$ cat config.mk
export PLATFORM = sky130hd
export DESIGN_NAME = jump_ctrl_flat
export DESIGN_NICKNAME = d
export VERILOG_FILES = /design/src/rtl/jump_ctrl_pkg.sv /design/src/rtl/jump_ctrl_if.sv /design/src/rtl/jump_ctrl_ret_stack.sv /design/src/rtl/jump_ctrl.sv /design/src/flat_wrapper.sv
export SDC_FILE = /design/constraint.sdc
export NUM_CORES = 1
export LEC_CHECK = 0
export BUFFER_PORTS_ARGS = -buffer_cell sky130_fd_sc_hd__clkbuf_2
export CAP_MARGIN = 25
export CORE_MARGIN = 5
export CORE_UTILIZATION = 50
export CTS_CLUSTER_SIZE = 16
export DETAILED_ROUTE_END_ITERATION = 8
export GPL_ROUTABILITY_DRIVEN = 0
export PLACE_DENSITY = 0.65
export SLEW_MARGIN = 20
export SYNTH_ARGS = -nofsm -noshare
export SYNTH_HDL_FRONTEND = slang
export SYNTH_HIERARCHICAL = 1
export SYNTH_SLANG_ARGS = --single-unit
$ cat constraint.sdc
create_clock -name clk -period 3.3 [get_ports clk]
set_input_delay 0 -clock clk [delete_from_list [all_inputs] [get_ports clk]]
set_output_delay 0 -clock clk [all_outputs]
set_load 0.1 [all_outputs]
$ cat src/rtl/jump_ctrl_pkg.sv
// Shared jump-control types and default widths, also used by the PC and decode stages.
package jump_pkg;

  localparam int unsigned D_DEF = 6;
  localparam int unsigned L_DEF = 3;
  localparam int unsigned S_DEF = 4;

  typedef enum logic [1:0] {J_NONE, J_BR, J_CALL, J_RET} jreq_t;

  // Return beats call, and call beats branch; lower requests are dropped silently.
  function automatic jreq_t prio_enc(input logic ret, input logic call, input logic br);
    if (ret)       return J_RET;
    else if (call) return J_CALL;
    else if (br)   return J_BR;
    else           return J_NONE;
  endfunction

endpackage

$ cat src/rtl/jump_ctrl_if.sv
// Request/response bundle between decode/ALU/PC and the jump control stage.
interface jump_ctrl_if #(
  parameter int unsigned D = jump_pkg::D_DEF,
  parameter int unsigned L = jump_pkg::L_DEF
);
  logic [D-1:0] programCounter;
  logic         brEn;
  logic         cond;
  logic         callEn;
  logic         retEn;
  logic [L-1:0] brIdx;
  logic         lutWrEn;
  logic [L-1:0] lutWrIdx;
  logic [D-1:0] lutWrData;
  logic         jumpEn;
  logic [D-1:0] target;
  logic         stackEmpty;
  logic         stackFull;
  logic         stackErr;

  modport master (
    output programCounter, brEn, cond, callEn, retEn, brIdx,
           lutWrEn, lutWrIdx, lutWrData,
    input  jumpEn, target, stackEmpty, stackFull, stackErr
  );

  modport slave (
    input  programCounter, brEn, cond, callEn, retEn, brIdx,
           lutWrEn, lutWrIdx, lutWrData,
    output jumpEn, target, stackEmpty, stackFull, stackErr
  );
endinterface

$ cat src/rtl/jump_ctrl_ret_stack.sv
// Return-address LIFO; push-on-full and pop-on-empty leave the state untouched.
module ret_stack #(
  parameter int unsigned D = 6,
  parameter int unsigned S = 4
) (
  input  logic         clk,
  input  logic         reset,
  input  logic         push,
  input  logic         pop,
  input  logic [D-1:0] din,
  output logic [D-1:0] dout,
  output logic         empty,
  output logic         full
);
  localparam int unsigned PW = $clog2(S + 1);

  // Storage is sized to the pointer range so the pointer indexes it directly.
  logic [D-1:0]  mem [2**PW];
  logic [PW-1:0] ptr;
  logic [PW-1:0] top_ptr;

  assign empty   = (ptr == '0);
  assign full    = (ptr == PW'(S));
  assign top_ptr = ptr - PW'(1);
  assign dout    = empty ? '0 : mem[top_ptr];

  always_ff @(posedge clk) begin
    if (reset) begin
      ptr <= '0;
    end else if (push && !full) begin
      mem[ptr] <= din;
      ptr      <= ptr + PW'(1);
    end else if (pop && !empty) begin
      ptr <= top_ptr;
    end
  end
endmodule

$ cat src/rtl/jump_ctrl.sv
// Resolves branch/call/return requests into a same-cycle jumpEn/target for the PC.
module jump_ctrl
  import jump_pkg::*;
#(
  parameter int unsigned D = D_DEF,
  parameter int unsigned L = L_DEF,
  parameter int unsigned S = S_DEF
) (
  input  logic        clk,
  input  logic        reset,
  jump_ctrl_if.slave  bus
);
  logic [D-1:0] lut [2**L];
  logic [D-1:0] stk_dout;
  logic         stk_empty;
  logic         stk_full;
  logic         push;
  logic         pop;
  logic         err_set;
  logic         err_q;
  jreq_t        req;

  ret_stack #(.D(D), .S(S)) u_stack (
    .clk   (clk),
    .reset (reset),
    .push  (push),
    .pop   (pop),
    .din   (bus.programCounter + D'(1)),
    .dout  (stk_dout),
    .empty (stk_empty),
    .full  (stk_full)
  );

  assign req = prio_enc(bus.retEn, bus.callEn, bus.brEn);

  always_comb begin
    bus.jumpEn = 1'b0;
    bus.target = '0;
    push       = 1'b0;
    pop        = 1'b0;
    err_set    = 1'b0;
    if (!reset) begin
      unique case (req)
        J_BR: begin
          if (bus.cond) begin
            bus.jumpEn = 1'b1;
            bus.target = lut[bus.brIdx];
          end
        end
        J_CALL: begin
          if (stk_full) begin
            err_set = 1'b1;
          end else begin
            bus.jumpEn = 1'b1;
            bus.target = lut[bus.brIdx];
            push       = 1'b1;
          end
        end
        J_RET: begin
          if (stk_empty) begin
            err_set = 1'b1;
          end else begin
            bus.jumpEn = 1'b1;
            bus.target = stk_dout;
            pop        = 1'b1;
          end
        end
        default: ;
      endcase
    end
  end

  // Reads above are combinational from the current array, so a same-edge write is seen next cycle.
  always_ff @(posedge clk) begin
    if (reset) begin
      for (int unsigned i = 0; i < 2**L; i++) lut[i] <= '0;
      err_q <= 1'b0;
    end else begin
      if (bus.lutWrEn) lut[bus.lutWrIdx] <= bus.lutWrData;
      if (err_set) err_q <= 1'b1;
    end
  end

  assign bus.stackEmpty = stk_empty;
  assign bus.stackFull  = stk_full;
  assign bus.stackErr   = err_q;
endmodule

$ cat src/flat_wrapper.sv
// flat-port wrapper written by rule: the top's interface ports become plain ports
module jump_ctrl_flat import jump_pkg::*;
#(
  parameter int unsigned D = D_DEF,
  parameter int unsigned L = L_DEF,
  parameter int unsigned S = S_DEF
)
  (clk, reset, bus_programCounter, bus_brEn, bus_cond, bus_callEn, bus_retEn, bus_brIdx, bus_lutWrEn, bus_lutWrIdx, bus_lutWrData, bus_jumpEn, bus_target, bus_stackEmpty, bus_stackFull, bus_stackErr);
  jump_ctrl_if #(.D(D), .L(L)) bus_i ();
  input  logic clk;
  input  logic reset;
  input wire logic [$bits(bus_i.programCounter)-1:0] bus_programCounter;
  input wire logic [$bits(bus_i.brEn)-1:0] bus_brEn;
  input wire logic [$bits(bus_i.cond)-1:0] bus_cond;
  input wire logic [$bits(bus_i.callEn)-1:0] bus_callEn;
  input wire logic [$bits(bus_i.retEn)-1:0] bus_retEn;
  input wire logic [$bits(bus_i.brIdx)-1:0] bus_brIdx;
  input wire logic [$bits(bus_i.lutWrEn)-1:0] bus_lutWrEn;
  input wire logic [$bits(bus_i.lutWrIdx)-1:0] bus_lutWrIdx;
  input wire logic [$bits(bus_i.lutWrData)-1:0] bus_lutWrData;
  output wire logic [$bits(bus_i.jumpEn)-1:0] bus_jumpEn;
  output wire logic [$bits(bus_i.target)-1:0] bus_target;
  output wire logic [$bits(bus_i.stackEmpty)-1:0] bus_stackEmpty;
  output wire logic [$bits(bus_i.stackFull)-1:0] bus_stackFull;
  output wire logic [$bits(bus_i.stackErr)-1:0] bus_stackErr;
  assign bus_i.programCounter = bus_programCounter;
  assign bus_i.brEn = bus_brEn;
  assign bus_i.cond = bus_cond;
  assign bus_i.callEn = bus_callEn;
  assign bus_i.retEn = bus_retEn;
  assign bus_i.brIdx = bus_brIdx;
  assign bus_i.lutWrEn = bus_lutWrEn;
  assign bus_i.lutWrIdx = bus_lutWrIdx;
  assign bus_i.lutWrData = bus_lutWrData;
  assign bus_jumpEn = bus_i.jumpEn;
  assign bus_target = bus_i.target;
  assign bus_stackEmpty = bus_i.stackEmpty;
  assign bus_stackFull = bus_i.stackFull;
  assign bus_stackErr = bus_i.stackErr;
  jump_ctrl #(.D(D), .L(L), .S(S)) u_core (.clk(clk), .reset(reset), .bus(bus_i));
endmodule
### After elaboration in Yosys (flattened, before gate mapping)

Memory sizes are Yosys's and may differ from the RTL's.
Cells that the tools add are included.

| storage, ports and cells | value |
|---|---|
| output and inout bits | 10 |
| bits in latches | 0 |
| word-level logic and storage cells | 52 |
| memory bits (read-only) | 0 |
| input port bits | 25 |
| bits in writable memories | 96 |
| memories kept | 2 |
| register bits | 4 |

| cells by class | value |
|---|---|
| multiplexer cells | 34 |
| add/subtract/negate cells | 3 |
| eq/ne operators | 4 |
| reductions and logical operators | 7 |
| div/mod/pow operators | 0 |
| magnitude comparators | 0 |
| bitwise operators | 0 |
| shift-type cells | 0 |
| $mul | 0 |

Memory list:

| memory | words | width | rd ports | clocked after memory_dff | wr ports | line | RTL |
|---|---|---|---|---|---|---|---|
| u_core.lut | 8 | 6 | 1 | 0 | 8 | jump_ctrl.sv:13 | `logic [D-1:0] lut [2**L];` |
| u_core.u_stack.mem | 8 | 6 | 1 | 0 | 1 | jump_ctrl_ret_stack.sv:18 | `logic [D-1:0] mem [2**PW];` |

Operator list:

| cell | number |
|---|---|
| two-way mux 6 bit | 5 |
| two-way mux 1 bit | 21 |
| case mux 6 bit (3 select lines) | 1 |
| two-way mux 3 bit | 3 |
| adder 6 x 1 -> 6 bit, second input constant | 1 |
| OR reduction 6 bit | 1 |
| equality test 2 bit, second input constant | 2 |
| two-way mux 2 bit | 2 |
| adder 3 x 1 -> 3 bit, second input constant | 1 |
| equality test 3 bit, second input constant | 1 |
| logical NOT 3 bit | 1 |
| case mux 1 bit (3 select lines) | 1 |
| subtractor 3 x 1 -> 3 bit, second input constant | 1 |
| equality test 2 x 1 -> 1 bit, second input constant | 1 |
| logical AND 1 bit | 2 |
| logical NOT 1 bit | 2 |
| case mux 1 bit (2 select lines) | 1 |
| nonzero test 2 bit | 1 |

### Longest topological paths before layout

Gate-level depths: netlist (run 1).

| depth | value |
|---|---|
| depth after elaboration | 10 |
| depth in mapped cells | 9 |
| depth with buffers taken out | 9 |

### Cells and area by module

Netlist (run 1), hierarchy kept.

Modules (own cells, without submodules):

| module | cells each | seq. area each (sq um) | area an instance (sq um) | times used |
|---|---|---|---|---|
| jump_ctrl | 193 | 1,461.4 | 2,566.2 | 1 |
| ret_stack | 145 | 1,501.4 | 2,195.9 | 1 |

### Worst setup path before layout (run 1)

No wires, ideal clock.

| timing | value |
|---|---|
| path type | register to output |
| start point | register u_core.u_stack.ptr[1] |
| end point | output port bus_target[2] |
| setup slack | -1.332 ns |
| path buffers | 1 |
| data required time | 3.300 ns |
| cell stages (with the launch flop) | 9 |
| data arrival time | 4.632 ns |
| path through | dfxtp_1 inv_2 ha_1 nand2b_1 clkinv_1 nor2b_1 buf_2 a211oi_1 a211oi_1 |

RTL lines:

| what | line | RTL |
|---|---|---|
| start: declaration | jump_ctrl_ret_stack.sv:19 | `logic [PW-1:0] ptr;` |
| start signal: assignment | jump_ctrl_ret_stack.sv:32 | `ptr <= ptr + PW'(1);` |
| start signal: assignment | jump_ctrl_ret_stack.sv:34 | `ptr <= top_ptr;` |
| logical NOT 3 bit | jump_ctrl_ret_stack.sv:22 | `assign empty = (ptr == '0);` |
| net bus_stackEmpty | flat_wrapper.sv:23 | `output wire logic [$bits(bus_i.stackEmpty)-1:0] bus_stackEmpty;` |
| two-way mux 6 bit | jump_ctrl.sv:60 | `if (stk_empty) begin` |
| case mux 6 bit (3 select lines) | jump_ctrl.sv:43 | `unique case (req)` |
| two-way mux 6 bit | jump_ctrl.sv:42 | `if (!reset) begin` |
| end: declaration | flat_wrapper.sv:22 | `output wire logic [$bits(bus_i.target)-1:0] bus_target;` |

The timed path passes the listed nets, and every way through them passes these cells.

### Worst setup path in the final report (run 1)

| timing | value |
|---|---|
| start point | register u_core.u_stack.ptr[1] |
| end point | output port bus_target[4] |

| on the way | value |
|---|---|
| word-level cells in the longest chain between the ends | 5 |

Ends and longest elaborated chain:

| what | line | RTL |
|---|---|---|
| subtractor 3 x 1 -> 3 bit | jump_ctrl_ret_stack.sv:24 | `assign top_ptr = ptr - PW'(1);` |
| memory read (8 x 6 bit) | n/a |  |
| net u_core.stk_dout[4] | jump_ctrl.sv:14 | `logic [D-1:0] stk_dout;` |
| two-way mux 6 bit | jump_ctrl.sv:60 |  |
| case mux 6 bit (3 select lines) | jump_ctrl.sv:43 |  |
| two-way mux 6 bit | jump_ctrl.sv:42 |  |

The timed path passes the listed nets, and every way through them passes these cells.

==> results of run 1 <==
==> worst max-delay path by stage <==
stage / end / depth (start not counted) / from / slack, ps
2_1_floorplan: bus_target[2] / 8 / u_core/u_stack/ptr[1]$_SDFFE_PP0P_ / 20
3_3_place_gp: u_core/u_stack/mem[7][2]$_DFFE_PP_ / 8 / u_core/u_stack/ptr[1]$_SDFFE_PP0P_ / 610
3_5_place_dp: u_core/u_stack/mem[2][3]$_DFFE_PP_ / 8 / u_core/u_stack/ptr[1]$_SDFFE_PP0P_ / 500
4_1_cts: bus_target[2] / 9 / u_core/u_stack/ptr[1]$_SDFFE_PP0P_ / 270
5_1_grt: bus_target[4] / 9 / u_core/u_stack/ptr[1]$_SDFFE_PP0P_ / 130
6_report: bus_target[4] / 9 / u_core/u_stack/ptr[1]$_SDFFE_PP0P_ / 260
==> per-layer routing <==
layer  part of all wire  vias up  global-route usage  routed length (µm)
li1                   -     1361                   -                   -
met1               0.42     1350               0.215                4140
met2               0.55       44               0.331                5380
met3              0.025        9              0.0240                 248
met4             0.0083        0              0.0487                  82
met5                  0        -                   0                   0
==> registers in the layout (all words and copies together), names as in the netlist <==
signal / flops
u_core/bus.stackErr: 1
u_core/lut: 48
u_core/u_stack/ptr: 3
u_core/u_stack/mem: 48
==> logic make-up (layout without fill, tap and decap cells) <==
group / Yosys count / count (layout) / synth area share
and+or+nand+nor: 124 / 124 / 0.146
DFF: 100 / 100 / 0.622
AOI/OAI and AO/OA: 44 / 44 / 0.0662
muxes: 42 / 42 / 0.115
buffers and inverters: 17 / 61 / 0.0273
xor gates and xnor gates: 7 / 7 / 0.0129
adders and majority gates: 4 / 4 / 0.0105
==> cell usage after synthesis, types with 2 or more instances <==
master,instances
buf_6,6
clkbuf_1,2
mux2_2,12
nand3b_1,2
or3_1,4
a211oi_1,13
nor3_2,2
mux2_1,12
o21ai_0,2
nand3_1,4
or2_2,9
xnor2_1,5
mux2i_1,12
nor2_1,16
edfxtp_1,96
a21oi_1,5
inv_2,4
nand2_1,15
ha_1,4
mux4_1,6
dfxtp_1,4
and2_1,50
nor2b_1,2
a21o_1,2
xor2_1,2
nor3_1,11
o22ai_1,13
nand2b_1,5
a221o_1,6
==> power groups by stage <==
stage	clock (mW)	combinational, mW	sequential [mW]
after CTS	0.687	0.236	1.45
final	0.672	0.232	1.45
after global routing	0.734	0.250	1.45
after floorplan	0	0.149	1.48
after global placement	0	0.232	1.47
after detailed placement	0	0.236	1.48
==> cell type report <==
| cell class | count | area, µm² |
|---|---|---|
| clock buffer | 10 | 128 |
| clock inverter | 6 | 41.3 |
| fill | 783 | 3920 |
| inverter | 6 | 22.5 |
| multi-input combinational | 221 | 1750 |
| sequential | 100 | 2960 |
| tap | 129 | 161 |
| timing repair buffer | 39 | 298 |
==> stage by stage <==
step                      cell area [µm²]  hold WS [ps]  power, mW  instances  worst slack, ps
after floorplan                      4850          69.1       1.63        338             16.8
after global placement               5200           401       1.71        495              610
after detailed placement             5200           417       1.71        495              496
after CTS                            5370          51.2       2.37        511              267
after global routing                 5370          71.5       2.43        511              134
final                                5370          49.2       2.35        511              256
==> flow_summary.yaml, run 1 <==
synth:
  syn_area_per_cell_um2: 14.1
  synth_top_area_cell: "edfxtp_1"
  syn_inst: 338
  netlist_area_um2: 4760
  ys_types: 41
  synth_edf_count: 96
  synthArstFlopShare: 0
  yosysTopAreaCellShare: 0.605
  ys_seq_area_frac: 0.622
  synth.area.top_cells: "edfxtp_1 61%, and2_1 6.6%, mux4_1 3.3%"
  ys_ff_latch: 100
  yosysWarnings: 6
  synth.net_count: 367
  synthFlopType: "edfxtp_1"
clocking:
  clockBufferDepth: 2
  cts_sinks: 100
  clkTransAtPathRegs_ps: 90
  insertion_delay_ps: 350
  ctsHtreeMaxLevel: 3
  root_buffer: "clkbuf_8"
  cts_tree: "yes"
  cts_buffers: 9
  post_cts_buffers: 0
  holdBufCountCts: 0
  cts_resized: 0
power:
  vdd_drop_max_mv: 0.289
  p_sw_mw: 0.562
  clkPwrFrac: 0.286
  internal-power_mw: 1.79
  p_leak_nw: 1.84
  power.share.switching: 0.239
  powerDensity_nw_per_um2: 438
  p_comb_frac: 0.099
  p_seq_frac: 0.615
die:
  initial_core_util: 0.513
  die_area_um2: 11600
  ios: 35
  die_x_um: 108
  core.rowCount: 35
  core_area_um2: 9280
  die_h_um: 108
routing:
  wl_per_cell_um: 19.3
  via_per_inst: 5.41
  drtPass1Iterations: 4
  drcViolationCount: 0
  num_vias: 2764
  routed_wirelength_mm: 9.84
  ant_nets: 0
  drt_iter0_markers: 93
setup_path:
  required_ps: 3300
  worst_r2r_path_depth: 8
  cpMaxStageDelayCell: "dfxtp_1"
  r2r-end: "u_core/u_stack/mem[2][2]$_DFFE_PP_"
  path_buf_inv: 3
  path_cells: "inv_2 > ha_1 > buf_4 > mux2_2 > o22ai_1 > nor3_1 > a211oi_1 > a211oi_4 > buf_12"
  arrival_ps: 3040
  r2r-start: "u_core/u_stack/ptr[1]$_SDFFE_PP0P_"
  r2r_slack_ps: 470
  worstSetupPathType: "reg2out"
  setup.worst_path.start_class: "flip-flop"
  cpPeakStageDelay_ps: 500
  end_kind: "primary output"
  cp_top_family: "buffers and inverters"
  cp_max_fo: 24
min_path:
  hold_class: "in2reg"
  hold-path-endpoint: "u_core/lut[3][3]$_SDFFCE_PN0P_"
  whs_path_depth: 2
  hp-start: "bus_lutWrData[3]"
placed_design:
  hpwl_mm: 7.37
  port_buffers: 34
outcome:
  status: "complete, no violations"
timing:
  skew_ps: 4.62
  tightest_slew_ps: 805
  period_minus_slack_ps: 3040
  slew_viol_final: 0
  timing.final.crit_share: 0.922
  fin_tns_setup_ps: 0
  timing.fmax_mhz: 329
  rsz0062_at_grt: "false"
  slew_headroom: 0.459
  setup_violations: 0
  timing_hold_violations_final: 0
global_routing:
  grt_pass1_vias: 2765
  grt_overflow_total: 0
  antenna_found_initial: 0
  grt_max_degree: 25
  grt_pass1_wl_mm: 15.1
  grt_usage: 0.178
flow_run:
  maxCapViolCount: 0
final_layout:
  final_cell_mix: "96 x edfxtp_1, 50 x and2_1, 28 x clkbuf_2, 16 x nor2_1, 15 x nand2_1"
  area_growth_pct: 12.7
  drive_above_1_share: 0.233
  final_common_cell: "edfxtp_1"
  post-route-util: 0.578
  nets: 406
  antennaDiodeCount: 0
Power figures use the tool's default switching activity.
==> inputs of run 2 (changes only) <==
Settings changed: PLACE_DENSITY 0.65 to 0.68, SLEW_MARGIN 20 to 10.
==> flow_summary.yaml, run 2 (same netlist as run 1, synthesis figures left out) <==
die:
  ios: 35
  core_area_um2: 9280
  die_area_um2: 11600
  die_x_um: 108
  core.rowCount: 35
  die_h_um: 108
  initial_core_util: 0.513
power:
  fin_total_pwr_mw: 2.48
  vdd_drop_max_mv: 0.347
  internal-power_mw: 1.82
  powerDensity_nw_per_um2: 460
  p_sw_mw: 0.654
  p_comb_frac: 0.092
  power.share.switching: 0.264
  p_seq_frac: 0.583
  p_leak_nw: 1.85
  clkPwrFrac: 0.324
final_layout:
  drive_above_1_share: 0.237
  area_growth_pct: 13.1
  fillCellCount: 781
  seq_area_um2: 2960
  final_common_cell: "edfxtp_1"
  final_cell_mix: "96 x edfxtp_1, 50 x and2_1, 28 x clkbuf_2, 16 x nor2_1, 15 x nand2_1"
  fin_cells: 509
  antennaDiodeCount: 0
  reg_top3: "u_core/lut x48, u_core/u_stack/mem x48, u_core/u_stack/ptr x3"
  nets: 404
  multiInputGateArea_um2: 1760
timing:
  rsz0062_at_grt: "false"
  fin_tns_setup_ps: 0
  setup_violations: 0
  period_minus_slack_ps: 3070
  timing.final.crit_share: 0.929
  timing_hold_violations_final: 0
  tightest_slew_ps: 841
  slew_headroom: 0.434
  holdWs_ps: 24.3
  timing.fmax_mhz: 326
  skew_ps: 20.0
  layout_setup_ws_ps: 235
  slew_viol_final: 0
clocking:
  ctsHtreeMaxLevel: 3
  cts_buffers: 9
  clkTransAtPathRegs_ps: 110
  insertion_delay_ps: 380
  cts_sinks: 100
  clockBufferDepth: 2
  cts_tree: "yes"
  holdBufCountCts: 0
  root_buffer: "clkbuf_8"
setup_path:
  r2r_slack_ps: 380
  worst_r2r_path_depth: 8
  path_cells: "inv_2 > ha_1 > buf_4 > mux2_1 > o22ai_1 > nor3_1 > a211oi_1 > a211oi_4 > buf_12"
  worstSetupPathType: "reg2out"
  required_ps: 3300
  r2r-start: "u_core/u_stack/ptr[1]$_SDFFE_PP0P_"
  end_kind: "primary output"
  cp_max_fo: 26
  cpPeakStageDelay_ps: 530
  cpMaxStageDelayCell: "dfxtp_1"
  setup.worst_path.start_class: "flip-flop"
  arrival_ps: 3070
  r2r-end: "u_core/u_stack/mem[3][4]$_DFFE_PP_"
global_routing:
  antenna_found_initial: 0
  grt_usage: 0.172
  grt_max_degree: 27
  grt_pass1_wl_mm: 15.0
  grt_overflow_total: 0
  grt_pass1_vias: 2817
routing:
  drt_iter0_markers: 153
  via_per_inst: 5.50
  routed_wirelength_mm: 9.39
  drtPass1Iterations: 4
  drcViolationCount: 0
  num_vias: 2802
  wl_per_cell_um: 18.4
  ant_nets: 0
outcome:
  status: "complete, no violations"
placed_design:
  placed_cells: 493
  hpwl_mm: 6.90
  port_buffers: 34
  post-place-ws_ps: 476
min_path:
  hold-path-endpoint: "u_core/lut[4][2]$_SDFFCE_PN0P_"
  hp-start: "bus_lutWrData[2]"
  hold_class: "in2reg"
  whs_path_depth: 2
flow_run:
  maxCapViolCount: 0
[run 2: changes by cell type in the layout (fill, tap and decap cells not counted), sizes merged]
cell,previous run,this run
clkbuf,38,37
clkinvlp,2,0
clkinv,5,3
inv,5,10
buf,11,9
[run 2: per-layer routing]
metal / global-route usage / routed length, µm / vias up
met2: 0.284 / 4680 / 53
met5: 0 / 0 / -
met4: 0.0730 / 227 / 0
li1: - / - / 1363
met1: 0.224 / 4150 / 1374
met3: 0.0294 / 333 / 12
[run 2: power groups by stage]
stage	Combinational [mW]	Sequential, mW	Clock, mW
after global routing	0.246	1.45	0.872
after floorplan	0.149	1.48	0
after detailed placement	0.231	1.47	0
after global placement	0.229	1.47	0
after CTS	0.232	1.45	0.823
final	0.229	1.44	0.803
[run 2: per-stage QoR]
step                 util  cell area (µm²)
floorplan               -             4850
global placement    0.557             5170
detailed placement  0.557             5170
CTS                 0.580             5380
global route        0.580             5380
finish              0.580             5380
[run 2: worst max-delay path by stage]
stage	start	endpoint	slack, ps	cells after the start
floorplan	u_core/u_stack/ptr[1]$_SDFFE_PP0P_	bus_target[2]	20	8
global placement	u_core/u_stack/ptr[1]$_SDFFE_PP0P_	u_core/u_stack/mem[3][3]$_DFFE_PP_	590	8
detailed placement	u_core/u_stack/ptr[1]$_SDFFE_PP0P_	u_core/u_stack/mem[3][1]$_DFFE_PP_	480	8
CTS	u_core/u_stack/ptr[1]$_SDFFE_PP0P_	bus_target[0]	170	8
global route	u_core/u_stack/ptr[1]$_SDFFE_PP0P_	bus_target[0]	120	9
finish	u_core/u_stack/ptr[1]$_SDFFE_PP0P_	bus_target[3]	230	9
[run 2: final cells by class]
type / instances / share of cell area
Clock buffer: 9 / 0.0230
Clock inverter: 7 / 0.0160
Inverter: 6 / 0.00418
Multi-Input combinational cell: 221 / 0.326
Sequential cell: 100 / 0.550
Tap cell: 129 / 0.0300
Timing Repair Buffer: 37 / 0.0502
[run 2: timing repair]
item / 4_1_cts / 5_1_grt
resized for setup: 0 / 1
setup endpoints to repair: 0 / 6
buffers inserted: 0 / 0
[run 2: worst max-delay path: cells and delay by family, from the launching register on]
family,cells,cell delay [ps]
buffers and inverters,3,610
and+or+nand+nor,1,120
adders and majority gates,1,290
muxes,1,390
AOI/OAI and AO/OA,3,730
DFF,1,530
==> inputs of run 3 (changes only) <==
Clock period 3.3 ns to 3.6 ns, I/O delays scaled along.
==> flow_summary.yaml, run 3 (same netlist as run 1, synthesis figures left out) <==
min_path:
  hold_class: "in2reg"
timing:
  setup_violations: 0
  timing.fmax_mhz: 310
  slew_viol_final: 0
  rsz0062_at_grt: "false"
  timing_hold_violations_final: 0
  period_minus_slack_ps: 3230
  tightest_slew_ps: 791
  skew_ps: 7.36
  slew_headroom: 0.468
  timing.final.crit_share: 0.897
  fin_tns_setup_ps: 0
setup_path:
  cp_max_fo: 25
  cpMaxStageDelayCell: "dfxtp_1"
  arrival_ps: 3230
  path_buf_inv: 3
  cp_top_family: "buffers and inverters"
  cpPeakStageDelay_ps: 500
  worstSetupPathType: "reg2out"
  r2r_slack_ps: 650
  required_ps: 3600
  path_cells: "inv_2 > ha_1 > buf_4 > mux2_1 > o22ai_1 > nor3_1 > a211oi_1 > a211oi_4 > clkbuf_2"
  end_kind: "primary output"
  setup.worst_path.start_class: "flip-flop"
routing:
  via_per_inst: 5.50
  drt_iter0_markers: 99
  routed_wirelength_mm: 9.17
  num_vias: 2802
  drcViolationCount: 0
  drtPass1Iterations: 4
  ant_nets: 0
  wl_per_cell_um: 18.0
global_routing:
  grt_pass1_vias: 2883
  antenna_found_initial: 0
  grt_max_degree: 26
  grt_usage: 0.169
  grt_overflow_total: 0
  grt_pass1_wl_mm: 14.7
die:
  core.rowCount: 35
  initial_core_util: 0.513
  ios: 35
  core_area_um2: 9280
  die_area_um2: 11600
  die_x_um: 108
  die_h_um: 108
clocking:
  cts_tree: "yes"
  ctsHtreeMaxLevel: 3
  insertion_delay_ps: 370
  clkTransAtPathRegs_ps: 100
  root_buffer: "clkbuf_8"
  cts_buffers: 9
  post_cts_buffers: 0
  cts_sinks: 100
  clockBufferDepth: 2
outcome:
  status: "complete, no violations"
power:
  power.share.switching: 0.241
  vdd_drop_max_mv: 0.247
  fin_total_pwr_mw: 2.26
  internal-power_mw: 1.71
  p_comb_frac: 0.087
  clkPwrFrac: 0.326
  p_seq_frac: 0.587
  p_leak_nw: 1.83
  powerDensity_nw_per_um2: 427
  p_sw_mw: 0.545
final_layout:
  nets: 404
  fillCellCount: 804
  final_common_cell: "edfxtp_1"
  drive_above_1_share: 0.232
  post-route-util: 0.570
  reg_top3: "u_core/lut x48, u_core/u_stack/mem x48, u_core/u_stack/ptr x3"
  area_growth_pct: 11.1
  final_cell_mix: "96 x edfxtp_1, 50 x and2_1, 34 x clkbuf_2, 16 x nor2_1, 15 x nand2_1"
  antennaDiodeCount: 0
flow_run:
  maxCapViolCount: 0
placed_design:
  port_buffers: 34
  hpwl_mm: 6.87
run 3: metrics by stage:
step	area (µm²)	cells	worst slack, ps	hold WS [ps]
finish	5290	509	372	25.7
global route	5290	509	143	37.5
CTS	5290	509	255	29.8
detailed placement	5080	493	684	418
global placement	5080	493	736	413
floorplan	4840	338	98.4	69.1
run 3: worst paths after layout:
kind | start | end | cells after the start
hold / removal | bus_lutWrData[1] | u_core/lut[1][1]$_SDFFCE_PN0P_ | 2
setup reg to reg | u_core/u_stack/ptr[1]$_SDFFE_PP0P_ | u_core/u_stack/mem[3][4]$_DFFE_PP_ | 8
setup / recovery | u_core/u_stack/ptr[1]$_SDFFE_PP0P_ | bus_target[4] | 9
hold reg to reg | u_core/bus.stackErr$_SDFFE_PP0P_ | u_core/bus.stackErr$_SDFFE_PP0P_ | 2
run 3: final cells by class:
cell class | count | area, µm² | area share
flip-flops and latches | 100 | 2960 | 0.560
inverters | 6 | 22.5 | 0.00426
clock buffers | 9 | 124 | 0.0234
clock inverters | 7 | 81.3 | 0.0154
repair buffers | 37 | 193 | 0.0364
multi-input cells | 221 | 1750 | 0.330
well taps | 129 | 161 | 0.0305
run 3: power groups by stage:
stage,clock [mW],combinational (mW),sequential [mW]
final,0.737,0.197,1.33
after CTS,0.750,0.200,1.33
after global routing,0.797,0.214,1.33
after floorplan,0,0.136,1.35
after global placement,0,0.197,1.35
after detailed placement,0,0.200,1.35
run 3: routing by layer:
| metal | vias to the layer above | track usage | part of all wire |
|---|---|---|---|
| met2 | 61 | 0.301 | 0.52 |
| met4 | 0 | 0.0812 | 0.033 |
| met1 | 1361 | 0.195 | 0.40 |
| met5 | - | 0 | 0 |
| li1 | 1359 | - | - |
| met3 | 21 | 0.0318 | 0.039 |
run 3: worst register-to-register path: cells and delay by family (launching register included):
| family | cells | cell delay [ps] |
|---|---|---|
| simple gates | 4 | 1450 |
| flops | 1 | 500 |
| buf+inv | 3 | 360 |
| fa+ha+maj | 1 | 280 |
run 3: repair_timing:
action,CTS,global route
endpoints found under the hold margin,0,0
gates resized for setup,0,1
endpoints found under the setup margin,0,1
hold buffers,0,0
